**src/rtl/smachine_pkg.sv**
```systemverilog
// Shared definitions for the S-Machine execution core: opcode encodings,
// the control FSM state type and the bit positions inside the {Z,N,C}
// flag vector.
package smachine_pkg;

    localparam logic [3:0] OP_LD   = 4'h0;
    localparam logic [3:0] OP_ST   = 4'h1;
    localparam logic [3:0] OP_INC  = 4'h2;
    localparam logic [3:0] OP_ILL0 = 4'h3;
    localparam logic [3:0] OP_ADD  = 4'h4;
    localparam logic [3:0] OP_SUB  = 4'h5;
    localparam logic [3:0] OP_OR   = 4'h6;
    localparam logic [3:0] OP_AND  = 4'h7;
    localparam logic [3:0] OP_XOR  = 4'h8;
    localparam logic [3:0] OP_SHR  = 4'h9;
    localparam logic [3:0] OP_MOV  = 4'hA;
    localparam logic [3:0] OP_EXCH = 4'hB;
    localparam logic [3:0] OP_CMP  = 4'hC;
    localparam logic [3:0] OP_SET  = 4'hD;
    localparam logic [3:0] OP_CLR  = 4'hE;
    localparam logic [3:0] OP_ILL1 = 4'hF;

    typedef enum logic [1:0] {
        IDLE,
        EXEC,
        MEM_WAIT,
        RETIRE
    } state_t;

    localparam int unsigned FLAG_Z = 2;
    localparam int unsigned FLAG_N = 1;
    localparam int unsigned FLAG_C = 0;

    function automatic logic is_illegal(input logic [3:0] op);
        return (op == OP_ILL0) || (op == OP_ILL1);
    endfunction

endpackage

```
**src/rtl/smachine_exec_core_if.sv**
```systemverilog
// Instruction handshake and data-memory bus of the S-Machine core.
//   inst/inst_valid/inst_ready : instruction offer from the sequencer
//   mem_req/mem_we/mem_addr/mem_wdata : memory request, held until mem_ack
//   mem_rdata/mem_ack : load data and one-cycle completion strobe
// slave  : the execution core's view
// master : the sequencer / memory environment's view
interface smachine_exec_core_if #(
    parameter int DATA_W = 16,
    parameter int ADDR_W = 8
);
    logic [15:0]       inst;
    logic              inst_valid;
    logic              inst_ready;
    logic              mem_req;
    logic              mem_we;
    logic [ADDR_W-1:0] mem_addr;
    logic [DATA_W-1:0] mem_wdata;
    logic [DATA_W-1:0] mem_rdata;
    logic              mem_ack;

    modport slave (
        input  inst, inst_valid, mem_rdata, mem_ack,
        output inst_ready, mem_req, mem_we, mem_addr, mem_wdata
    );

    modport master (
        output inst, inst_valid, mem_rdata, mem_ack,
        input  inst_ready, mem_req, mem_we, mem_addr, mem_wdata
    );
endinterface

```
**src/rtl/smachine_alu.sv**
```systemverilog
// Combinational ALU of the S-Machine core. Computes the next A/B values,
// their write enables and the next {Z,N,C} flags for every non-memory
// opcode (LD immediate included).
//   opcode : inst[15:12]
//   imm    : inst[11:0]  ([11] selects B as R, [10:8] mode/flag bits, [7:0] data)
//   a, b   : current registers; flags : current {Z,N,C}
//   res_a, res_b, we_a, we_b : register updates; flags_nx : next flags
module smachine_alu
    import smachine_pkg::*;
#(
    parameter int DATA_W = 16
) (
    input  logic [3:0]        opcode,
    input  logic [11:0]       imm,
    input  logic [DATA_W-1:0] a,
    input  logic [DATA_W-1:0] b,
    input  logic [2:0]        flags,
    output logic [DATA_W-1:0] res_a,
    output logic [DATA_W-1:0] res_b,
    output logic              we_a,
    output logic              we_b,
    output logic [2:0]        flags_nx
);

    logic [DATA_W:0]   wide;
    logic [DATA_W-1:0] r;
    logic [DATA_W-1:0] imm8;
    logic [DATA_W-1:0] val;
    logic              carry;
    logic              wr_r;
    logic              wr_a;
    logic              upd;

    always_comb begin
        wide     = '0;
        imm8     = DATA_W'(imm[7:0]);
        r        = imm[11] ? b : a;
        val      = '0;
        carry    = 1'b0;
        wr_r     = 1'b0;
        wr_a     = 1'b0;
        upd      = 1'b0;
        res_a    = a;
        res_b    = b;
        we_a     = 1'b0;
        we_b     = 1'b0;
        flags_nx = flags;

        case (opcode)
            OP_LD: begin
                // only the immediate form reaches here; memory LD is handled by the core
                if (imm[10]) begin
                    val  = imm[9] ? (imm8 << 8) : imm8;
                    wr_r = 1'b1;
                end
            end
            OP_INC: begin
                wide  = {1'b0, r} + {1'b0, imm8};
                val   = wide[DATA_W-1:0];
                carry = wide[DATA_W];
                wr_r  = 1'b1;
                upd   = 1'b1;
            end
            OP_ADD: begin
                wide  = {1'b0, a} + {1'b0, b};
                val   = wide[DATA_W-1:0];
                carry = wide[DATA_W];
                wr_a  = 1'b1;
                upd   = 1'b1;
            end
            OP_SUB, OP_CMP: begin
                // the extra top bit of the difference is the unsigned borrow
                wide  = {1'b0, a} - {1'b0, b};
                val   = wide[DATA_W-1:0];
                carry = wide[DATA_W];
                wr_a  = (opcode == OP_SUB);
                upd   = 1'b1;
            end
            OP_OR: begin
                val  = a | b;
                wr_a = 1'b1;
                upd  = 1'b1;
            end
            OP_AND: begin
                val  = a & b;
                wr_a = 1'b1;
                upd  = 1'b1;
            end
            OP_XOR: begin
                val  = a ^ b;
                wr_a = 1'b1;
                upd  = 1'b1;
            end
            OP_SHR: begin
                val   = a >> 1;
                carry = a[0];
                wr_a  = 1'b1;
                upd   = 1'b1;
            end
            OP_MOV: begin
                res_b = a;
                we_b  = 1'b1;
            end
            OP_EXCH: begin
                res_a = b;
                res_b = a;
                we_a  = 1'b1;
                we_b  = 1'b1;
            end
            OP_SET: flags_nx = flags | imm[10:8];
            OP_CLR: flags_nx = flags & ~imm[10:8];
            default: ;
        endcase

        if (wr_r) begin
            if (imm[11]) begin
                res_b = val;
                we_b  = 1'b1;
            end else begin
                res_a = val;
                we_a  = 1'b1;
            end
        end
        if (wr_a) begin
            res_a = val;
            we_a  = 1'b1;
        end
        if (upd) begin
            flags_nx[FLAG_Z] = (val == '0);
            flags_nx[FLAG_N] = val[DATA_W-1];
            flags_nx[FLAG_C] = carry;
        end
    end

endmodule

```
**src/rtl/smachine_exec_core.sv**
```systemverilog
// S-Machine execution core. Accepts one instruction per handshake, executes
// it against A/B, performs LD/ST through a req/ack memory port and retires
// with a one-cycle done pulse (plus illegal for opcodes 0011/1111).
//   clk, rst  : clock, synchronous active-high reset
//   bus       : instruction handshake + data-memory port (slave modport)
//   done      : retire pulse; illegal : coincident pulse for illegal opcodes
//   pc        : retired-instruction counter (wraps)
//   flags     : {Z,N,C}; reg_a, reg_b : architectural registers
module smachine_exec_core
    import smachine_pkg::*;
#(
    parameter int          DATA_W   = 16,
    parameter int          ADDR_W   = 8,
    parameter int unsigned PC_RESET = 0
) (
    input  logic                  clk,
    input  logic                  rst,
    smachine_exec_core_if.slave   bus,
    output logic                  done,
    output logic                  illegal,
    output logic [ADDR_W-1:0]     pc,
    output logic [2:0]            flags,
    output logic [DATA_W-1:0]     reg_a,
    output logic [DATA_W-1:0]     reg_b
);

    state_t            state;
    state_t            state_nx;
    logic [15:0]       ir;
    logic [3:0]        op;
    logic              is_mem;
    logic              handshake;
    logic [DATA_W-1:0] res_a;
    logic [DATA_W-1:0] res_b;
    logic              we_a;
    logic              we_b;
    logic [2:0]        flags_nx;

    assign op        = ir[15:12];
    assign is_mem    = ((op == OP_LD) && !ir[10]) || (op == OP_ST);
    assign bus.inst_ready = (state == IDLE) && !rst;
    assign handshake = bus.inst_valid && bus.inst_ready;

    smachine_alu #(.DATA_W(DATA_W)) u_alu (
        .opcode   (op),
        .imm      (ir[11:0]),
        .a        (reg_a),
        .b        (reg_b),
        .flags    (flags),
        .res_a    (res_a),
        .res_b    (res_b),
        .we_a     (we_a),
        .we_b     (we_b),
        .flags_nx (flags_nx)
    );

    always_ff @(posedge clk) begin
        if (rst) state <= IDLE;
        else     state <= state_nx;
    end

    always_comb begin
        state_nx = state;
        case (state)
            IDLE:     if (handshake) state_nx = EXEC;
            EXEC:     state_nx = is_mem ? MEM_WAIT : RETIRE;
            MEM_WAIT: if (bus.mem_ack) state_nx = RETIRE;
            RETIRE:   state_nx = IDLE;
            default:  state_nx = IDLE;
        endcase
    end

    // done/illegal are raised on the edge that enters RETIRE so the pulse
    // is visible during the RETIRE cycle itself
    always_ff @(posedge clk) begin
        if (rst) begin
            ir            <= '0;
            reg_a         <= '0;
            reg_b         <= '0;
            flags         <= '0;
            pc            <= ADDR_W'(PC_RESET);
            bus.mem_req   <= 1'b0;
            bus.mem_we    <= 1'b0;
            bus.mem_addr  <= '0;
            bus.mem_wdata <= '0;
            done          <= 1'b0;
            illegal       <= 1'b0;
        end else begin
            case (state)
                IDLE: begin
                    if (handshake) ir <= bus.inst;
                end
                EXEC: begin
                    if (is_mem) begin
                        bus.mem_req   <= 1'b1;
                        bus.mem_we    <= (op == OP_ST);
                        bus.mem_addr  <= ADDR_W'(ir[7:0]);
                        bus.mem_wdata <= ir[11] ? reg_b : reg_a;
                    end else begin
                        if (we_a) reg_a <= res_a;
                        if (we_b) reg_b <= res_b;
                        flags   <= flags_nx;
                        done    <= 1'b1;
                        illegal <= is_illegal(op);
                    end
                end
                MEM_WAIT: begin
                    if (bus.mem_ack) begin
                        bus.mem_req <= 1'b0;
                        done        <= 1'b1;
                        if (!bus.mem_we) begin
                            if (ir[11]) reg_b <= bus.mem_rdata;
                            else        reg_a <= bus.mem_rdata;
                        end
                    end
                end
                RETIRE: begin
                    done    <= 1'b0;
                    illegal <= 1'b0;
                    pc      <= pc + ADDR_W'(1);
                end
                default: ;
            endcase
        end
    end

endmodule

```
**src/flat_wrapper.sv**
```systemverilog
// flat-port wrapper written by rule: the top's interface ports become plain ports
module smachine_exec_core_flat import smachine_pkg::*;
#(
    parameter int          DATA_W   = 16,
    parameter int          ADDR_W   = 8,
    parameter int unsigned PC_RESET = 0
)
  (clk, rst, done, illegal, pc, flags, reg_a, reg_b, bus_inst, bus_inst_valid, bus_mem_rdata, bus_mem_ack, bus_inst_ready, bus_mem_req, bus_mem_we, bus_mem_addr, bus_mem_wdata);
  smachine_exec_core_if #(.DATA_W(DATA_W), .ADDR_W(ADDR_W)) bus_i ();
  input  logic clk;
  input  logic rst;
  output logic done;
  output logic illegal;
  output logic [ADDR_W-1:0] pc;
  output logic [2:0] flags;
  output logic [DATA_W-1:0] reg_a;
  output logic [DATA_W-1:0] reg_b;
  input wire logic [$bits(bus_i.inst)-1:0] bus_inst;
  input wire logic [$bits(bus_i.inst_valid)-1:0] bus_inst_valid;
  input wire logic [$bits(bus_i.mem_rdata)-1:0] bus_mem_rdata;
  input wire logic [$bits(bus_i.mem_ack)-1:0] bus_mem_ack;
  output wire logic [$bits(bus_i.inst_ready)-1:0] bus_inst_ready;
  output wire logic [$bits(bus_i.mem_req)-1:0] bus_mem_req;
  output wire logic [$bits(bus_i.mem_we)-1:0] bus_mem_we;
  output wire logic [$bits(bus_i.mem_addr)-1:0] bus_mem_addr;
  output wire logic [$bits(bus_i.mem_wdata)-1:0] bus_mem_wdata;
  assign bus_i.inst = bus_inst;
  assign bus_i.inst_valid = bus_inst_valid;
  assign bus_i.mem_rdata = bus_mem_rdata;
  assign bus_i.mem_ack = bus_mem_ack;
  assign bus_inst_ready = bus_i.inst_ready;
  assign bus_mem_req = bus_i.mem_req;
  assign bus_mem_we = bus_i.mem_we;
  assign bus_mem_addr = bus_i.mem_addr;
  assign bus_mem_wdata = bus_i.mem_wdata;
  smachine_exec_core #(.DATA_W(DATA_W), .ADDR_W(ADDR_W), .PC_RESET(PC_RESET)) u_core (.clk(clk), .rst(rst), .bus(bus_i), .done(done), .illegal(illegal), .pc(pc), .flags(flags), .reg_a(reg_a), .reg_b(reg_b));
endmodule
```
**config.mk**
```make
export PLATFORM = sky130hd
export DESIGN_NAME = smachine_exec_core_flat
export DESIGN_NICKNAME = d
export VERILOG_FILES = /design/src/rtl/smachine_pkg.sv /design/src/rtl/smachine_exec_core_if.sv /design/src/rtl/smachine_alu.sv /design/src/rtl/smachine_exec_core.sv /design/src/flat_wrapper.sv
export SDC_FILE = /design/constraint.sdc
export NUM_CORES = 1
export LEC_CHECK = 0
export CORE_UTILIZATION = 55
export CTS_CLUSTER_DIAMETER = 200
export DETAILED_ROUTE_END_ITERATION = 8
export GPL_TIMING_DRIVEN = 0
export HOLD_SLACK_MARGIN = 0.1
export PLACE_DENSITY = 0.81
export SLEW_MARGIN = 5
export SYNTH_ARGS = -nofsm -noshare
export SYNTH_HDL_FRONTEND = slang
export SYNTH_HIERARCHICAL = 1
export SYNTH_SLANG_ARGS = --single-unit
```
**constraint.sdc**
```tcl
create_clock -name clk -period 5.3 [get_ports clk]
set_clock_uncertainty 0.2 [all_clocks]
set_input_delay 1.59 -clock clk [delete_from_list [all_inputs] [get_ports clk]]
set_output_delay 1.59 -clock clk [all_outputs]
set_load 0.005 [all_outputs]
```
==> impl_metrics.py <==
metrics = {
    "status": {
        "outcome": "completed",
    },
    "timing": {
        "fmax_mhz": 197.3,
        "worst_pin_slew_ps": 1129,
        "report.final.slew_viol_count": 0,
        "maxSlewHeadroom": 0.2381,
        "finalHoldViolations": 0,
        "period_minus_slack_ps": 5067,
        "tns_ps": 0,
        "post-route-period-util": 0.9561,
        "rsz0062_at_grt": "false",
        "final-setup-viol-count": 0,
    },
    "global_routing": {
        "grt_util_all_layers": 0.3946,
        "overflow": 0,
        "grt_pass1_vias": 9006,
        "grt_max_degree": 16,
        "antenna_found_initial": 0,
        "grt_pass1_wl_um": 50360,
    },
    "place": {
        "numPortBuffers": 107,
        "dp.cells": 1507,
        "hpwl_um": 25670,
        "gp_congestion": 0.9875,
    },
    "worst_setup_path": {
        "cp_cell_sequence": "buf_4 > buf_6 > clkbuf_1 > clkbuf_2 > o21ai_0 > ha_1 > fa_1 > xor2_1 > a22oi_1 > o2bb2ai_1 > nor4_1 > and3_1 > and4_1 > nand4b_1 > nor4_2 > a41o_1 > mux2i_1 > nor2_1",
        "critical_path.startpoint": "u_core/ir[11]",
        "r2r_start": "u_core/ir[11]",
        "cp-end-kind": "register",
        "crit_slowest_cell": "nor4_1",
        "crit_family": "simple AND/OR/NAND/NOR gates",
        "startpoint_type": "register",
        "crit_arrival_ps": 5150,
        "worstPathRequired_ps": 5380,
        "path_buf_inv": 4,
        "slowest_delay_ps": 640,
        "path_max_fanout": 10,
        "critPathKind": "register to register",
    },
    "drt": {
        "ant_nets": 0,
        "viasPerCell": 6.456,
        "routedWlPerCell_um": 21.44,
        "drt_iter0_markers": 1314,
        "dr.pass1.iters": 6,
        "drc": 0,
        "routed_wl_um": 32650,
        "num_vias": 9832,
    },
    "final_layout": {
        "regArea_sq_um": 1782,
        "nFillCells": 1400,
        "n_antenna_cell": 0,
        "drive_gt1_frac": 0.08416,
        "multi_input_comb_area_sq_um": 6301,
        "stdcell_count": 1523,
        "syn_to_final_growth_pct": 19.13,
        "nNetsFinal": 1411,
    },
    "floorplan": {
        "core.rowCount": 46,
        "initial_core_util": 0.5608,
        "dieWidth_um": 129.0,
        "io_pins": 108,
        "die_y_um": 129.0,
        "core_sq_um": 15830,
        "dieArea_sq_um": 16650,
    },
    "synthesis": {
        "ys_warn_count": 6,
        "syn_avg_cell_area_sq_um": 7.497,
        "netlist_instances": 1184,
        "yosysUniqueCellTypes": 93,
        "synth_ff_type": "dfxtp_1",
        "yosys_register_bits": 89,
        "synth_edf_count": 0,
        "synthArstFlopShare": 0,
        "syn_area_sq_um": 8876,
        "yosysSeqAreaShare": 0.2007,
        "syn_nets": 1293,
    },
    "pwr": {
        "pwr_density_cell_nw_per_um2": 684.1,
        "max-vdd-ir-drop_v": 0.0004030,
        "p_leak_nw": 3.855,
    },
    "clock_tree": {
        "cts_tree": "built",
        "cts_inserted_buffers": 9,
        "cts_buffer_depth": 2,
        "clkLatencyLatePin_ps": 350,
        "cts.sinks": 89,
        "htreeDepth": 3,
        "cts-root-buf": "clkbuf_16",
        "clkSlewWorstSetupHoldPaths_ps": 60,
    },
    "worst_hold_path": {
        "hold_class": "register to register",
        "holdCritStartpoint": "u_core/bus.mem_addr[2]",
    },
    "job": {
        "maxCapViolations": 0,
    },
}
## Yosys cell counts, types with 5 or more instances
cell type,count,area (sq um)
clkbuf_1,51,191.4
nand2_1,109,409.1
nor3_1,12,60.06
xnor2_1,12,105.1
nand2b_1,51,319.1
a221oi_2,23,345.3
a221oi_1,23,201.4
nor4_1,6,37.54
or3_1,8,50.05
a21oi_1,98,490.5
a211oi_1,41,307.8
o211a_1,5,50.05
dfxtp_1,89,1782
o211ai_1,8,60.06
a32oi_1,11,96.34
buf_6,9,101.4
buf_4,7,52.55
buf_1,5,18.77
o22ai_1,34,212.7
o21ai_0,90,450.4
inv_1,88,330.3
a31oi_1,7,43.79
and3_1,7,43.79
nor2_1,104,390.4
xor2_1,7,61.31
buf_2,20,100.1
nand4_1,7,43.79
mux2i_1,33,330.3
nand3_1,15,75.07
ha_1,70,875.8
nor2b_1,13,81.33
o21ai_1,5,25.02
## state kept, by name (all words and copies together) (netlist names), 2 cells and up
signal / cells
u_core/bus.mem_addr: 8
u_core/bus.mem_wdata: 16
u_core/reg_a: 16
u_core/flags: 3
u_core/reg_b: 16
u_core/ir: 16
u_core/pc: 8
u_core/state: 2
## final cells by class
| cell class | instances | area share |
|---|---|---|
| sequential | 89 | 0.1685 |
| multi-input combinational | 912 | 0.5959 |
| inverter | 91 | 0.03230 |
| clock buffer | 10 | 0.02165 |
| tap | 216 | 0.02556 |
| clock inverter | 6 | 0.01077 |
| timing repair buffer | 107 | 0.1013 |
| buffer | 92 | 0.04402 |
## cells by family (layout without fill, tap and decap cells)
kind of cell             Yosys count  after routing  share of synthesized area
AO/OA/AOI/OAI                    417            417                     0.3348
multiplexers                      35             35                    0.03975
AND/OR/NAND/NOR                  368            368                     0.2098
buffers and inverters            183            306                    0.09078
XOR/XNOR                          19             19                    0.01875
flip-flops                        89             89                     0.2007
adder cells (fa/ha/maj)           73             73                     0.1054
## layer usage
metal  vias up  global-route usage  wire length [um]
li1       4536                   -                 -
met1      4604              0.5503             13900
met2       617              0.6064             14070
met3        75             0.06358              3493
met4         0              0.1592              1181
met5         -                   0                 0
## stage by stage
stage          hold slack, ps  cell area [sq um]  total power [mW]  setup slack (ps)    util
3_5_place_dp            251.5              10220             6.249             150.9  0.6455
4_1_cts                 262.6              10560             7.028             126.3  0.6672
2_1_floorplan           252.7               8876             4.596              1364       -
5_1_grt                 292.6              10570             7.677             38.79  0.6681
3_3_place_gp            244.9              10220             6.195             163.9  0.6455
6_report                264.4              10570             7.234             232.7  0.6681
## worst reg2reg max path: stages, from the launching register on
cell,delay (ps)
dfxtp_1,390
buf_4,190
buf_6,150
clkbuf_1,410
clkbuf_2,330
o21ai_0,110
ha_1,250
fa_1,460
xor2_1,200
a22oi_1,170
o2bb2ai_1,120
nor4_1,640
and3_1,270
and4_1,230
nand4b_1,130
nor4_2,340
a41o_1,230
mux2i_1,80
nor2_1,100
## repair_timing
item,CTS,global route
setup endpoints to repair,0,5
buffers inserted,0,0
hold buffers,0,0
gates resized for setup,0,4
## placed cells by master (no fill, tap or decap), types with 23 or more instances in the layout
master and instances:
inv_1 88, a221oi_1 23, clkdlybuf4s50_1 107, nor2_1 104
a221oi_2 23, a211oi_1 41, o22ai_1 34, mux2i_1 33
dfxtp_1 89, nand2_1 109, o21ai_0 90, nand2b_1 51
ha_1 70, a21oi_1 98, clkbuf_1 51
## worst paths after layout
path                                          endpoint  slack, ps  cells past startpoint
worst min-delay path            u_core/bus.mem_addr[2]        260                      2
worst max register to register         u_core/flags[2]        230                     18
worst min register to register  u_core/bus.mem_addr[2]        260                      2
worst max-delay path                   u_core/flags[2]        230                     18
## power breakdown
group	internal (mW)	leakage (nW)	total (mW)	switching (mW)
logic	2.01	2.97	5.08	3.06
registers	0.891	0.728	1.42	0.527
clock network	0.463	0.159	0.738	0.275
Power figures use the tool's default switching activity.
